[src/rtl/fifo_data.sv]
// rtl/fifo_data.sv - single-clock 32-bit word FIFO with registered read data and status flags
module fifo_data #(
    parameter int DATA_WIDTH = 32,
    parameter int DEPTH      = 8,
    parameter int ADDR_WIDTH = 3
) (
    input  logic                  clk,
    input  logic                  resetn,
    input  logic                  write_fifo,
    input  logic                  read_fifo,
    input  logic [DATA_WIDTH-1:0] data_in,
    output logic [DATA_WIDTH-1:0] data_out,
    output logic                  full,
    output logic                  empty,
    output logic [ADDR_WIDTH:0]   count,
    output logic                  overflow,
    output logic                  underflow
);

    localparam logic [ADDR_WIDTH:0] L_DEPTH = (ADDR_WIDTH+1)'(DEPTH);

    logic [DATA_WIDTH-1:0] r_mem [DEPTH];
    logic [ADDR_WIDTH-1:0] r_wr_ptr;
    logic [ADDR_WIDTH-1:0] r_rd_ptr;
    logic [ADDR_WIDTH:0]   r_count;
    logic [DATA_WIDTH-1:0] r_data_out;
    logic                  r_overflow;
    logic                  r_underflow;

    logic w_rd_ok;
    logic w_wr_ok;

    assign full  = (r_count == L_DEPTH);
    assign empty = (r_count == '0);

    // A read frees a slot this cycle, so a write into a full FIFO still lands.
    assign w_rd_ok = read_fifo & ~empty;
    assign w_wr_ok = write_fifo & (~full | w_rd_ok);

    always_ff @(posedge clk) begin
        if (w_wr_ok && !resetn) begin
            r_mem[r_wr_ptr] <= data_in;
        end
    end

    always_ff @(posedge clk or posedge resetn) begin
        if (resetn) begin
            r_wr_ptr    <= '0;
            r_rd_ptr    <= '0;
            r_count     <= '0;
            r_data_out  <= '0;
            r_overflow  <= 1'b0;
            r_underflow <= 1'b0;
        end else begin
            if (w_wr_ok) begin
                r_wr_ptr <= r_wr_ptr + 1'b1;
            end
            if (w_rd_ok) begin
                r_rd_ptr   <= r_rd_ptr + 1'b1;
                r_data_out <= r_mem[r_rd_ptr];
            end
            case ({w_wr_ok, w_rd_ok})
                2'b10:   r_count <= r_count + 1'b1;
                2'b01:   r_count <= r_count - 1'b1;
                default: r_count <= r_count;
            endcase
            r_overflow  <= write_fifo & ~w_wr_ok;
            r_underflow <= read_fifo & ~w_rd_ok;
        end
    end

    assign data_out  = r_data_out;
    assign count     = r_count;
    assign overflow  = r_overflow;
    assign underflow = r_underflow;

endmodule

[config.mk]
export PLATFORM = sky130hd
export DESIGN_NAME = fifo_data
export DESIGN_NICKNAME = d
export VERILOG_FILES = /design/src/rtl/fifo_data.sv
export SDC_FILE = /design/constraint.sdc
export NUM_CORES = 1
export LEC_CHECK = 0
export CAP_MARGIN = 40
export CORE_ASPECT_RATIO = 0.75
export CORE_MARGIN = 3
export CORE_UTILIZATION = 30
export DETAILED_ROUTE_END_ITERATION = 10
export GPL_TIMING_DRIVEN = 0
export PLACE_DENSITY = 0.45
export SLEW_MARGIN = 15
export SYNTH_ARGS = -nofsm -noshare
export SYNTH_HDL_FRONTEND = slang
export SYNTH_SLANG_ARGS = --single-unit
[constraint.sdc]
create_clock -name clk -period 13.3 [get_ports clk]
set_input_delay 2.66 -clock clk [delete_from_list [all_inputs] [get_ports clk]]
set_output_delay 2.66 -clock clk [all_outputs]
set_load 0.02 [all_outputs]
==> flow_metrics.env <==
export IMPL_clk_latency_ns=0.56
export IMPL_chipHeight_um=176
export IMPL_synth_warnings=0
export IMPL_dpl_cell_area_um2=13200
export IMPL_critPathKind="in -> reg"
export IMPL_post_place_ws_ns=7.59
export IMPL_min_path_type="reg -> reg"
export IMPL_yosys_top_cells_count="256 x edfxtp_1, 66 x mux2i_1, 64 x mux2_2"
export IMPL_avgSynthCellArea_um2=17.7
export IMPL_grt_antenna_before_repair=0
export IMPL_p_leak_uw=0.00491
export IMPL_async_reset_ff_share_pct=14.7
export IMPL_fin_setup_tns_ns=0
export IMPL_area_growth_pct=22.6
export IMPL_first_pass_iters=5
export IMPL_synth_top_area_share_pct=66.4
export IMPL_core_area_um2=37600
export IMPL_path_max_fanout=8
export IMPL_cp_arrival_ns=5.36
export IMPL_htreeDepth=1
export IMPL_yosysUniqueCellTypes=40
export IMPL_grt_pass1_wl_mm=43.3
export IMPL_ys_flop_type="edfxtp_1"
export IMPL_drive_gt1_share_pct=19.8
export IMPL_cts_setup_buffers=0
export IMPL_dieArea_um2=41000
export IMPL_die_w_um=233
export IMPL_hpwl_mm=19.0
export IMPL_fin_cells=1309
export IMPL_internal_power_uw=2040
export IMPL_p_per_area_nw_per_um2=213
export IMPL_ctsResizeCount=0
export IMPL_tightestPinTransition_ns=0.865
export IMPL_synth_edff_count=256
export IMPL_antenna_cells=0
export IMPL_dp_cells=1252
export IMPL_timing_fmax_ghz=0.196
export IMPL_combPwrFrac_pct=32.4
export IMPL_fin_crit_ns=5.10
export IMPL_clkTransAtPathRegs_ns=0.06
export IMPL_cts_num_sinks=300
export IMPL_numCtsBuffers=30
export IMPL_synth_area_um2=11600
export IMPL_vias_per_cell=4.78
export IMPL_start_kind="input pin"
export IMPL_cts_tree="yes"
export IMPL_start_util_pct=30.8
export IMPL_synth_seq_cells=300
export IMPL_worst_slack_ns=8.20
export IMPL_yosysTopAreaCell="edfxtp_1"
export IMPL_fin_crit_sh_pct=38.3
export IMPL_ctsRootBufferMaster="clkbuf_16"
export IMPL_status="finished, final reports clean"
export IMPL_seq_power_share_pct=40.2
export IMPL_setup_viol=0
export IMPL_relSlewSlack_pct=42.3
export IMPL_yosys_top_cells_area="edfxtp_1 66%, dfrtp_1 9.5%, mux2_2 6.2%, mux2i_1 5.7%, o221ai_1 1.7%"
export IMPL_grt_use_total_pct=14.5
export IMPL_grt_max_degree=46
export IMPL_cts_buffer_depth=3
export IMPL_drc_errors=0
export IMPL_yosysSeqAreaShare_pct=75.9
export IMPL_row_count=61
export IMPL_finalHoldViolCount=0
export IMPL_post_route_util_pct=37.8
export IMPL_crit_path_end_kind="flop"
export IMPL_worstPathRequired_ns=13.56
export IMPL_fin_area_um2=14200
export IMPL_drtAntennaViolNets=0
export IMPL_num_vias=6253
export IMPL_slew_viol_final=0
export IMPL_maxCapViolCount=0
export IMPL_syn_inst=654
export IMPL_port_buffers=74
export IMPL_routedWlPerCell_um=22.8
export IMPL_layout_nets=822
export IMPL_clock_skew_ns=0.0174
export IMPL_gp_congestion=0.749
export IMPL_synth_nets=695
export IMPL_clock_power_share_pct=27.4
export IMPL_yosysMostFrequentCell="edfxtp_1"
export IMPL_p_sw_uw=977
export IMPL_wl_mm=29.8
export IMPL_ir_worst_vdd_mv=0.100
export IMPL_postCtsHoldBufs=0
export IMPL_grt_pass1_vias=6503
export IMPL_drtIter0Drc=405
export IMPL_rsz0062_at_grt="false"
export IMPL_p_sw_share_pct=32.4
export IMPL_grt_overflow=0
export IMPL_ios=76
==> final cells by class <==
| type | instances | area, um^2 |
|---|---|---|
| clock inverters | 16 | 144 |
| well taps | 504 | 631 |
| plain buffers | 35 | 174 |
| inverters | 6 | 25.0 |
| multi-input cells | 313 | 2650 |
| clock buffers | 40 | 820 |
| fillers | 3472 | 23400 |
| repair buffers | 95 | 958 |
| flip-flops and latches | 300 | 8790 |
==> cells in the final DEF (no fill, tap or decap), drive strengths merged <==
cell type      Yosys  routed
a21o               1       1
a21oi              1       1
a221o              9       9
a22oi             23      23
a311oi             1       1
and2               1       1
buf               21      42
bufinv             0       3
clkbuf            14      54
clkdlybuf4s50      0      74
clkinv             0      13
dfrtp             44      44
edfxtp           256     256
fa                 1       1
ha                 4       4
inv                6       6
mux2              66      66
mux2i             66      66
nand2             42      42
nand2b             2       2
nand3              1       1
nor2              13      13
nor2b              1       1
nor3b              1       1
nor4               2       2
o211ai             1       1
o21a               1       1
o21ai             33      33
o221ai            23      23
o22ai              9       9
o41ai              1       1
or2                1       1
or3                1       1
or4b               1       1
xnor2              4       4
xor2               3       3
==> registers in the layout (all words and copies together) (netlist names) <==
signal and count:
r_mem 256, data_out 32, count 4, r_rd_ptr 3
r_wr_ptr 3, overflow 1, underflow 1
==> cells by family after synthesis <==
group	after synthesis	share of synthesized area (%)
adders and majority gates	5	0.605
and+or+nand+nor	66	2.51
muxes	132	12.2
DFF	300	75.9
buffers and inverters	41	1.70
AOI/OAI and AO/OA	103	6.62
xor gates and xnor gates	7	0.529
==> path summary, 6_finish.rpt <==
path / startpoint / to / slack (ns) / cells after the start
worst max-delay path: read_fifo / r_mem[0][10] / 8.20 / 8
worst max register to register: count[3] / r_mem[0][10] / 10.34 / 8
min in group asynchronous: resetn / underflow / 2.76 / 2
worst min-delay path: data_out[26] / data_out[26] / 0.48 / 2
max in group asynchronous: resetn / data_out[12] / 10.04 / 2
worst min register to register: data_out[26] / data_out[26] / 0.48 / 2
==> power by group through the flow <==
stage	Combinational (uW)	Sequential [uW]	Clock, uW
final	978	1210	826
after global routing	1050	1230	886
after CTS	989	1210	846
after detailed placement	985	1230	0
after global placement	959	1230	0
after floorplan	516	1290	0
==> metrics by stage <==
step                power [uW]  hold WS (ns)
finish                    3020         0.484
global route              3160         0.514
floorplan                 1800         0.487
CTS                       3050         0.488
global placement          2190         0.467
detailed placement        2220         0.474
==> worst max-delay path, stage by stage <==
cell             delay (ns)
clkdlybuf4s50_1        0.70
o21a_1                 0.27
nand2b_2               0.18
nor4_2                 0.59
buf_2                  0.35
buf_4                  0.20
buf_2                  0.20
buf_2                  0.19
==> metal layers <==
layer / vias up / global-route usage (%) / share of wire, %
li1: 2832 / - / -
met4: 0 / 2.90 / 1.6
met5: - / 0 / 0
met3: 37 / 2.53 / 4.4
met1: 3246 / 20.5 / 47
met2: 138 / 23.6 / 47
(Power assumes the default switching activity.)
==> variant: new RTL, same settings <==
Reset style: synchronous (`resetn`), changed in one clocked block.
--- a/src/rtl/fifo_data.sv
+++ b/src/rtl/fifo_data.sv
@@ -45,3 +45,3 @@
 
-    always_ff @(posedge clk or posedge resetn) begin
+    always_ff @(posedge clk) begin
         if (resetn) begin
Formal check against the unedited RTL: differs if resetn is asserted again (counterexample within 4 cycles, from zero or initial values and one cycle with resetn high); with resetn held inactive, the same outputs for 4 cycles.
==> variant against the original RTL <==
- sequential cell count is the same
- final cell count shrank 5.7%
- wire length shrank 6.4%
- critical path depth grew 1
- cell area grew 1.1%
- first-iteration DRC count grew 4.2%
- area after synthesis shrank 0.56%
- power shrank 11%
- sequential power shrank 7%
- non-clock buffer count grew 18
- hold slack gained 0.051 ns
- worst setup slack lost 0.087 ns
- sequential share of layout area shrank 2.2 points
- critical path type unchanged
- largest cell class unchanged
==> variant: results (changes against the original RTL) <==
Routing
  – DR iter-0 viols: 422 (+4.2%)
  – Vias/cell: 4.72 (-1.1%)
  – Initial DRT Pass Iterations: 4 (-1)
  – Total Wirelength: 27.9 mm (-6.4%)

Global routing
  – Largest net degree at the start of global routing: 20 (-57%)
  – Initial antenna violation count: 1 (+1)
  – Vias in the first global route: 6084 (-6.4%)
  – First-pass GRT wire length: 41.1 mm (-5.1%)
  – Total track usage: 13.7% (-0.74 points)

Synth
  – Area contributors post-synth: edfxtp_1, mux4_2, dfxtp_1
  – List of most frequent post-synthesis cells: edfxtp_1, mux4_2, nor2_1
  – Async SR Flop Fraction: 0% (-15 points)
  – Number of flops mapped to enable cells by yosys: 256 (unchanged)
  – Post-Synthesis Cells: 561 (-14%)
  – Yosys cell types: 37 (-7.5%)
  – Post-Syn Nets: 602 (-13%)
  – Yosys warns: 0 (unchanged)
  – Register area share after synthesis: 74.4% (-1.5 points)

Finish
  – Finished Layout Cells: 1234 (-5.7%)
  – Max reg flops: 256 (unchanged)
  – Biggest register: r_mem
  – Number of diodes: 0 (unchanged)
  – Fillers: 3407 (-1.9%)
  – Share of post-route cells with drive strength above 1: 29.3% (+9.6 points)
  – Nets: 749 (-8.9%)

Setup path
  – Slowest CP cell: nor4_2
  – Critical Path Fanout Max: 6 (-2)
  – Flop2flop setup slack: 10.28 ns (-0.06 ns)
  – Delay of the slowest critical-path stage: 0.60 ns (-0.10 ns)
  – CP arrival: 5.43 ns (+0.07 ns)

Clock tree
  – Clock-pin slew on the worst setup and hold paths: 0.06 ns (about the same)
  – Postcts setup bufs: 0 (unchanged)
  – Post-CTS sizing: 0 (unchanged)
  – Max Buffers Root-to-Sink: 3 (unchanged)
  – Htree depth: 1 (unchanged)
  – CTS Root Cell: clkbuf_16
  – Clock latency on the worst-skew pair: 0.55 ns
  – Num CTS Buffers: 30 (unchanged)

Timing
  – Worst slew pin tran: 0.844 ns (-0.0211 ns)
  – WHS: 0.535 ns (+0.0512 ns)
  – Clock Skews: 0.0127 ns (-0.00467 ns)

Placement
  – Input/output buffers: 74 (unchanged)
  – Dpl hpwl: 19.1 mm (+0.45%)
  – Final GP Congestion: 0.718 (-4.1%)

Outcome
  – Status: completed

Min path
  – Min-delay worst type: flop to flop

Power and ir drop
  – Sw Share: 28.4% (-4.0 points)
  – IR drop worst, VDD: 0.0967 mV (-3.7%)
  – Pleak: 4.50 nW (-8.4%)
[variant: cell types whose count changed in the layout (fill, tap and decap cells not counted), moves of 12 or more]
| cell | delta |
|---|---|
| a211oi_2 | +31 |
| a22oi_1 | -23 |
| buf_4 | +12 |
| buf_6 | +14 |
| dfrtp_1 | -44 |
| dfxtp_1 | +44 |
| mux2_2 | -64 |
| mux2i_1 | -33 |
| mux4_2 | +64 |
| nand2_1 | -33 |
| nor2_1 | +38 |
| o21ai_1 | -29 |
| o221ai_1 | -23 |
[variant: layer usage]
metal  vias up  wire length [um]  track usage, %
met5         -                11               0
met4         2               403            2.35
met3        30              1200            2.61
met2       122             13000            21.7
met1      3102             13300            20.0
li1       2573                 -               -
[variant: cells by family after synthesis]
group                      Yosys count  synth area share, %
DFF                                300                 74.4
buffers and inverters               37                 1.87
adders and majority gates            5                0.608
xor gates and xnor gates             7                0.532
muxes                               98                 15.5
and+or+nand+nor                     69                 2.56
AOI/OAI and AO/OA                   45                 4.51
[variant: worst paths after layout]
kind                    start           end  depth (start not counted)
hold / removal    data_out[2]   data_out[2]                          2
setup / recovery    read_fifo  r_mem[4][22]                          9
setup reg to reg     count[0]  r_mem[4][22]                          9
hold reg to reg   data_out[2]   data_out[2]                          2
[variant: power by group through the flow]
stage                     sequential (mW)  combinational (mW)  clock (mW)
after floorplan                      1.19               0.437           0
after CTS                            1.13               0.747       0.862
after global placement               1.15               0.726           0
after detailed placement             1.15               0.744           0
final                                1.13               0.732       0.839
after global routing                 1.13               0.790       0.903
[variant: critical path, delay by kind of cell]
kind            cells  cell delay [ns]
compound gates      1             0.19
buf+inv             5             1.51
simple gates        3             1.06
[variant: final cells by class]
type,count,area share [%]
plain buffers,33,1.39
clock buffers,49,6.36
clock inverters,5,0.506
inverters,4,0.105
multi-input cells,224,19.4
flip-flops and latches,300,59.7
well taps,504,4.39
repair buffers,115,8.14
[variant: per-stage QoR]
step	power [mW]	area (um^2)	setup WS, ns
after detailed placement	1.89	13400	7.55
after global routing	2.83	14400	7.96
after floorplan	1.62	11500	6.37
final	2.70	14400	8.11
after CTS	2.74	14400	8.13
after global placement	1.87	12900	1.46
